### src/rtl/bnn_pkg.sv
// Shared constants and state encoding for the BNN weight-load transmitter.
package bnn_pkg;

  localparam int NUM_NEURONS = 8;
  localparam int WEIGHT_W    = 8;
  localparam int NIBBLE_W    = 4;
  localparam int GAP_W       = 4;

  typedef enum logic [1:0] {
    IDLE,
    LO,
    HI,
    GAP
  } state_e;

endpackage

### src/rtl/bnn_weight_streamer.sv
// Buffers NUM_NEURONS weight words from a host and streams them to the BNN core
// as load_en-qualified nibble pairs (low nibble first), with optional idle gaps.
module bnn_weight_streamer #(
  parameter int  NUM_NEURONS = bnn_pkg::NUM_NEURONS,
  parameter int  GAP_CYCLES  = 0,
  localparam int AW          = $clog2(NUM_NEURONS)
) (
  input  logic                          clk,
  input  logic                          reset,
  input  logic                          wr_en,
  input  logic [AW-1:0]                 wr_addr,
  input  logic [bnn_pkg::WEIGHT_W-1:0]  wr_data,
  input  logic                          start,
  input  logic                          abort,
  output logic                          busy,
  output logic                          done,
  output logic                          aborted,
  output logic                          tx_load_en,
  output logic [bnn_pkg::NIBBLE_W-1:0]  tx_nibble,
  output logic [AW-1:0]                 tx_index
);

  import bnn_pkg::*;

  state_e                state_q, state_d;
  logic [AW-1:0]         cnt_q, cnt_d;
  logic [GAP_W-1:0]      gap_cnt_q, gap_cnt_d;
  logic                  abort_pend_q, abort_pend_d;
  logic                  busy_q, busy_d;
  logic                  done_q, done_d;
  logic                  aborted_q, aborted_d;
  logic                  load_en_q, load_en_d;
  logic [NIBBLE_W-1:0]   nibble_q, nibble_d;
  logic [AW-1:0]         index_q, index_d;

  logic [WEIGHT_W-1:0]   mem_q [NUM_NEURONS];
  logic                  wr_accept;
  logic [WEIGHT_W-1:0]   word_d;

  assign wr_accept = wr_en && !busy_q;

  // NOTE: the weight buffer is plain storage with no reset; only control state is reset.
  always_ff @(posedge clk) begin
    if (wr_accept) begin
      mem_q[wr_addr] <= wr_data;
    end
  end

  // Forward a same-cycle host write so a start coinciding with a write sends the new value.
  assign word_d = (wr_accept && (wr_addr == cnt_d)) ? wr_data : mem_q[cnt_d];

  // NOTE: every always_comb output gets a default first so no path leaves it unassigned (no latches).
  always_comb begin
    state_d      = state_q;
    cnt_d        = cnt_q;
    gap_cnt_d    = gap_cnt_q;
    abort_pend_d = abort_pend_q;
    index_d      = index_q;
    done_d       = 1'b0;
    aborted_d    = 1'b0;

    case (state_q)
      IDLE: begin
        if (start) begin
          state_d      = LO;
          cnt_d        = '0;
          abort_pend_d = 1'b0;
        end
      end
      LO: begin
        state_d      = HI;
        abort_pend_d = abort;
      end
      HI: begin
        index_d      = index_q + AW'(1);
        abort_pend_d = 1'b0;
        if (cnt_q == AW'(NUM_NEURONS - 1)) begin
          state_d = IDLE;
          done_d  = 1'b1;
        end else if (abort_pend_q || abort) begin
          state_d   = IDLE;
          aborted_d = 1'b1;
        end else if (GAP_CYCLES > 0) begin
          state_d   = GAP;
          gap_cnt_d = '0;
        end else begin
          state_d = LO;
          cnt_d   = cnt_q + AW'(1);
        end
      end
      GAP: begin
        if (abort) begin
          state_d   = IDLE;
          aborted_d = 1'b1;
        end else if (gap_cnt_q == GAP_W'(GAP_CYCLES - 1)) begin
          state_d = LO;
          cnt_d   = cnt_q + AW'(1);
        end else begin
          gap_cnt_d = gap_cnt_q + GAP_W'(1);
        end
      end
      default: state_d = IDLE;
    endcase
  end

  // Outputs are decoded from the next state so they appear registered in the state they describe.
  always_comb begin
    busy_d    = (state_d != IDLE);
    load_en_d = (state_d == LO) || (state_d == HI);
    nibble_d  = '0;
    case (state_d)
      LO:      nibble_d = word_d[NIBBLE_W-1:0];
      HI:      nibble_d = word_d[WEIGHT_W-1:NIBBLE_W];
      default: nibble_d = '0;
    endcase
  end

  // NOTE: sequential state uses non-blocking assignments so all registers update together.
  always_ff @(posedge clk or posedge reset) begin
    if (reset) begin
      state_q      <= IDLE;
      cnt_q        <= '0;
      gap_cnt_q    <= '0;
      abort_pend_q <= 1'b0;
      busy_q       <= 1'b0;
      done_q       <= 1'b0;
      aborted_q    <= 1'b0;
      load_en_q    <= 1'b0;
      nibble_q     <= '0;
      index_q      <= '0;
    end else begin
      state_q      <= state_d;
      cnt_q        <= cnt_d;
      gap_cnt_q    <= gap_cnt_d;
      abort_pend_q <= abort_pend_d;
      busy_q       <= busy_d;
      done_q       <= done_d;
      aborted_q    <= aborted_d;
      load_en_q    <= load_en_d;
      nibble_q     <= nibble_d;
      index_q      <= index_d;
    end
  end

  assign busy       = busy_q;
  assign done       = done_q;
  assign aborted    = aborted_q;
  assign tx_load_en = load_en_q;
  assign tx_nibble  = nibble_q;
  assign tx_index   = index_q;

endmodule

### config.mk
export PLATFORM = sky130hd
export DESIGN_NAME = bnn_weight_streamer
export DESIGN_NICKNAME = d
export VERILOG_FILES = /design/src/rtl/bnn_pkg.sv /design/src/rtl/bnn_weight_streamer.sv
export SDC_FILE = /design/constraint.sdc
export NUM_CORES = 1
export LEC_CHECK = 0
export ABC_CLOCK_PERIOD_IN_PS = 3000
export CAP_MARGIN = 20
export CORE_MARGIN = 10
export CORE_UTILIZATION = 58
export DETAILED_ROUTE_END_ITERATION = 7
export MAX_ROUTING_LAYER = met4
export PLACE_DENSITY = 0.89
export SETUP_SLACK_MARGIN = 0.05
export SLEW_MARGIN = 25
export SYNTH_ARGS = -nofsm -noshare
export SYNTH_HDL_FRONTEND = slang
export SYNTH_SLANG_ARGS = --single-unit
### constraint.sdc
create_clock -name clk -period 3 [get_ports clk]
set_clock_uncertainty 0.2 [all_clocks]
set_input_delay 0.9 -clock clk [delete_from_list [all_inputs] [get_ports clk]]
set_output_delay 0.9 -clock clk [all_outputs]
set_load 0.03 [all_outputs]
# Yosys cells after proc, flatten, opt, wreduce, memory -nomap -nowiden
# Memories as Yosys holds them, arrays and structs flattened.
# Index checks and enable logic that the tools add are counted.
# Widths: inputs -> output; s select.
[word_totals]
reg_bits = 21
ram_bits = 64
in_bits = 16
elab_cells = 59
n_memories = 1
[memory_table]
columns = ["memory", "words", "width", "rd", "rd_clocked_by_memory_dff", "write_ports", "line_no", "rtl"]
rows = [
  ["mem_q", 8, 8, 1, 0, 1, "bnn_weight_streamer.sv:36", "logic [WEIGHT_W-1:0] mem_q [NUM_NEURONS];"],
]
[classes]
n_addsub = 3
eq_ne = 9
muxes = 24
bitwise_logic = 2
n_reduce_logical = 10
[ops]
columns = ["operator", "n"]
rows = [
  ["$mux 3", 5],
  ["$mux 1", 10],
  ["$pmux 3 s3", 1],
  ["$mux 8", 1],
  ["$pmux 2 s4", 1],
  ["$pmux 4 s2", 1],
  ["$add 3x1->3 const B", 2],
  ["$eq 2x2->1 const B", 3],
  ["$mux 2", 3],
  ["$add 4x1->4 const B", 1],
  ["$eq 2x1->1 const B", 2],
  ["$eq 4x4->1 const B", 1],
  ["$eq 3x3->1", 1],
  ["$eq 3x3->1 const B", 1],
  ["$pmux 1 s3", 1],
  ["$reduce_and 3->1", 1],
  ["$reduce_bool 3->1", 1],
  ["$logic_and 1x1->1", 2],
  ["$logic_not 2->1", 1],
  ["$logic_or 1x1->1", 2],
  ["$ne 2x2->1 const B", 1],
  ["$not 1->1", 2],
  ["$pmux 1 s2", 1],
  ["$reduce_and 2->1", 1],
  ["other kinds (2)", 2],
]

# Longest topological paths before layout
[depth]
word_depth = 8
mapped_depth = 11
mapped_depth_nobuf = 11

# Least setup slack after synthesis
# Ideal clock, no wire load.
[synth_path]
path_kind = "input -> register"
from = "in abort"
to = "reg nibble_q[0] (netlist: tx_nibble[0])"
setup_ns = 0.129
arrival_time_ns = 2.590
required_ns = 2.671
setup_slack_ns = 0.082
cell_stages = 7
path_buffers = 1
cell_sequence = "and4b_1 > a32o_1 > buf_6 > mux2i_1 > o32ai_4 > nor3_1 > a2111o_1"
[synth_between]
elab_chain_cells = 8
word_cells_on_any_way = 16
classes_between = "eq/ne: 3; mux: 10; reduce/logical: 2; memory: 1"
[synth_lines]
columns = ["item", "line_no", "rtl"]
rows = [
  ["start, declared", "bnn_weight_streamer.sv:14", "input logic abort,"],
  ["branches (longest 7 deep; another with $mem_v2 8x8)", "--", ""],
  ["$pmux 4 s2 (*)", "bnn_weight_streamer.sv:111", "case (state_d)"],
  ["net nibble_d[0]", "bnn_weight_streamer.sv:33", "logic [NIBBLE_W-1:0] nibble_q, nibble_d;"],
  ["end signal, assigned", "bnn_weight_streamer.sv:140", "nibble_q <= nibble_d;"],
  ["end, declared", "bnn_weight_streamer.sv:33", ""],
]
# Mark *: on every way through the listed nets, which the timed path passes.
# A chain may end at the register's enable or synchronous reset.

# Worst setup path in the final report
[layout_path]
from = "in abort"
to = "reg nibble_q[2] (netlist: tx_nibble[2])"
# Same word-level chain as after synthesis.

==> flow_metrics.tcl <==
set metrics [dict create \
    async_flop_share_pct 24.71 \
    cap_violations 0 \
    cp_max_fo 8 \
    die_width_um 101.2 \
    dr.pass1.iters 5 \
    overflow 0 \
    h-tree-depth 3 \
    vias_per_cell 6.424 \
    multiInputGateArea_sq_um 1363 \
    path_clk_slew_ns 0.09 \
    initial_core_util_pct 59.93 \
    yosysSeqAreaShare_pct 63.94 \
    core_area_sq_um 6386 \
    grt_max_degree 32 \
    fmaxAchievable_mhz 323.8 \
    power_leakage_nw 1.816 \
    seq_area_sq_um 2449 \
    status "complete, but fails checks" \
    hold_buffers 0 \
    synth.net_count 284 \
    routed_wl_um 9380 \
    chipHeight_um 101.2 \
    setup_viol 3 \
    rows 29 \
    worst_setup_path_start_kind "input pin" \
    critPathArrivalTime_ns 3.13 \
    hold_viol_final 0 \
    slew_headroom_pct 43.15 \
    placed_cells 388 \
    n_fill_cell 358 \
    grt_pass1_vias 2501 \
    drc 0 \
    synth.distinct_cells 52 \
    clock_latency_ns 0.36 \
    dieArea_sq_um 10250 \
    syn_area_sq_um 3827 \
    avgSynthCellArea_sq_um 14.66 \
    fin_ws_ns -0.08794 \
    holdCritPathClass "reg -> reg" \
    postRouteAntennaNets 0 \
    via_count 2653 \
    syn_to_final_growth_pct 25.04 \
    wire_per_inst_um 22.71 \
    synth_edf_count 64 \
    io_buffers 26 \
    clock_sinks 85 \
    setup_tns_ns -0.1758 \
    synth_ff_type "edfxtp_1" \
    worst_pin_slew_ns 0.8518 \
    cts_buffer_depth 2 \
    synthCells 261 \
    cts-root-buf "clkbuf_8" \
    critical_path_required_ns 3.04 \
    rsz0062_at_grt "true" \
    vdd_drop_max_v 0.0005539 \
    grt_usage_pct 17.30 \
    layout-drive-gt1-share_pct 33.04 \
    dp_hpwl_um 5519 \
    drv_slew 0 \
    grt_first_pass_wirelength_um 13090 \
    timing.final.crit_share_pct 102.9 \
    min_period_ns 3.088 \
    stdcell_count 413 \
    ys_ff_latch 85 \
    failed_checks "setup timing" \
    yosysWarnings 0 \
    final_nets 354 \
    antenna_found_initial 0 \
    path_class "in -> reg" \
    crit_path_end_kind "register" \
    ios 27 \
    n_antenna_cell 0 \
    drt_first_iter_violations 322 \
    gp_congestion 0.8614 \
    cts_tree "done" \
    power.density_nw_per_um2 830.9 \
    cts_buffers 9 \
]
-- worst max-delay path, stage by stage --
cell and delay [ns]:
buf_2 0.15, and4b_1 0.23, a32o_2 0.29, buf_4 0.15
buf_4 0.16, nor3b_1 0.31, a31oi_2 0.20, o22ai_1 0.31
nor3_2 0.08, a2111o_1 0.36
-- cell usage in the layout, fill, tap and decap left out, types with 2 or more instances in the layout --
master	instances
mux2_2	22
nor2_1	7
clkbuf_8	9
nand4_1	2
xor2_1	2
buf_4	39
o22ai_1	11
nand2b_1	4
ha_1	5
nand3_1	3
and2b_1	2
nor3_2	2
o21bai_4	2
a2111o_1	4
nor3_1	14
mux2_1	10
a21oi_1	3
clkbuf_16	2
edfxtp_1	64
nor4b_1	4
inv_1	9
nor3b_1	2
nand2_1	12
clkinv_4	3
o21ai_0	6
o22ai_2	5
buf_6	2
nor2b_1	3
mux2_4	2
a31oi_2	2
dfrtp_1	20
clkdlybuf4s50_1	24
xnor2_1	2
-- cell usage after synthesis (all sizes together), types with 2 or more instances --
library cell	instances	area (sq um)
nor2b	3	18.77
xor2	2	17.52
clkbuf	4	25.02
mux2	34	390.4
a2111o	4	45.04
nor2	7	26.28
a211o	2	17.52
nor3	16	80.08
dfrtp	21	525.5
o22ai	16	100.1
edfxtp	64	1922
buf	7	70.06
a31oi	2	12.51
o21ai	7	35.03
inv	9	33.78
ha	7	87.58
nor3b	3	22.52
nand4	2	12.51
nor4b	4	35.03
and2b	2	15.01
nand2b	4	25.02
nand2	12	45.04
xnor2	3	33.79
a21oi	4	23.77
nand3	3	15.01
nor4	2	18.77
o21bai	2	30.03
-- sequential cells by signal (all words and copies together) (netlist names) --
name	flops
tx_index	3
tx_nibble	4
cnt_q	3
aborted	1
tx_load_en	1
mem_q	64
state_q	2
abort_pend_q	1
gap_cnt_q	4
busy	1
done	1
-- worst paths after layout --
| kind | from | cells past startpoint | endpoint | slack, ns |
|---|---|---|---|---|
| worst min register to register | gap_cnt_q[0] | 1 | gap_cnt_q[0] | 0.31 |
| max in group asynchronous | reset | 2 | state_q[0] | 1.20 |
| min in group asynchronous | reset | 2 | done | 0.81 |
| worst min-delay path | gap_cnt_q[0] | 1 | gap_cnt_q[0] | 0.31 |
| worst max register to register | cnt_q[0] | 11 | tx_nibble[0] | -0.03 |
| worst max-delay path | abort | 10 | tx_nibble[2] | -0.09 |
-- stage by stage --
step	setup WS (ns)	cell area, sq um	hold slack, ns	utilization [%]	power (W)
2_1_floorplan	0.08171	3827	0.2684	-	0.002420
3_3_place_gp	-0.6658	4364	0.2585	68.34	0.002841
3_5_place_dp	-0.7217	4364	0.2917	68.34	0.002893
4_1_cts	0.04476	4621	0.3032	72.36	0.003744
5_1_grt	-0.1209	4786	0.3115	74.94	0.004137
6_report	-0.08794	4786	0.3055	74.94	0.003977
-- power by group --
group / switching (W) / internal, W
combinational: 0.000817 / 0.000786
sequential: 0.000132 / 0.00141
clock: 0.000432 / 0.000396
total: 0.00138 / 0.00260
-- layer usage --
metal	GRT usage (%)	vias up	wire (um)	share of wire, %
li1	-	1144	-	-
met1	20.77	1319	3691	39
met2	26.76	165	4628	49
met3	5.037	25	911	9.7
met4	7.181	0	148	1.6
met5	-	-	0	0
-- kinds of logic after synthesis --
group	after synthesis	share of synthesized area, %
flops	85	63.94
simple gates	63	9.186
compound gates	46	9.415
mux	35	10.46
buf+inv	20	3.367
fa+ha+maj	7	2.288
xor+xnor	5	1.341
-- timing repair --
action,CTS,global route
pin swaps,5,6
cloned,0,3
endpoints found under the setup margin,4,4
buffers inserted,3,3
gates resized for setup,13,16
-- final cells by class --
cell class | instances | area share, %
multi-input cells | 156 | 28.47
clock buffers | 9 | 2.588
flip-flops and latches | 85 | 51.16
clock inverters | 7 | 1.699
well taps | 77 | 2.013
inverters | 9 | 0.7059
repair buffers | 70 | 13.36
Power figures use the tool's default switching activity.
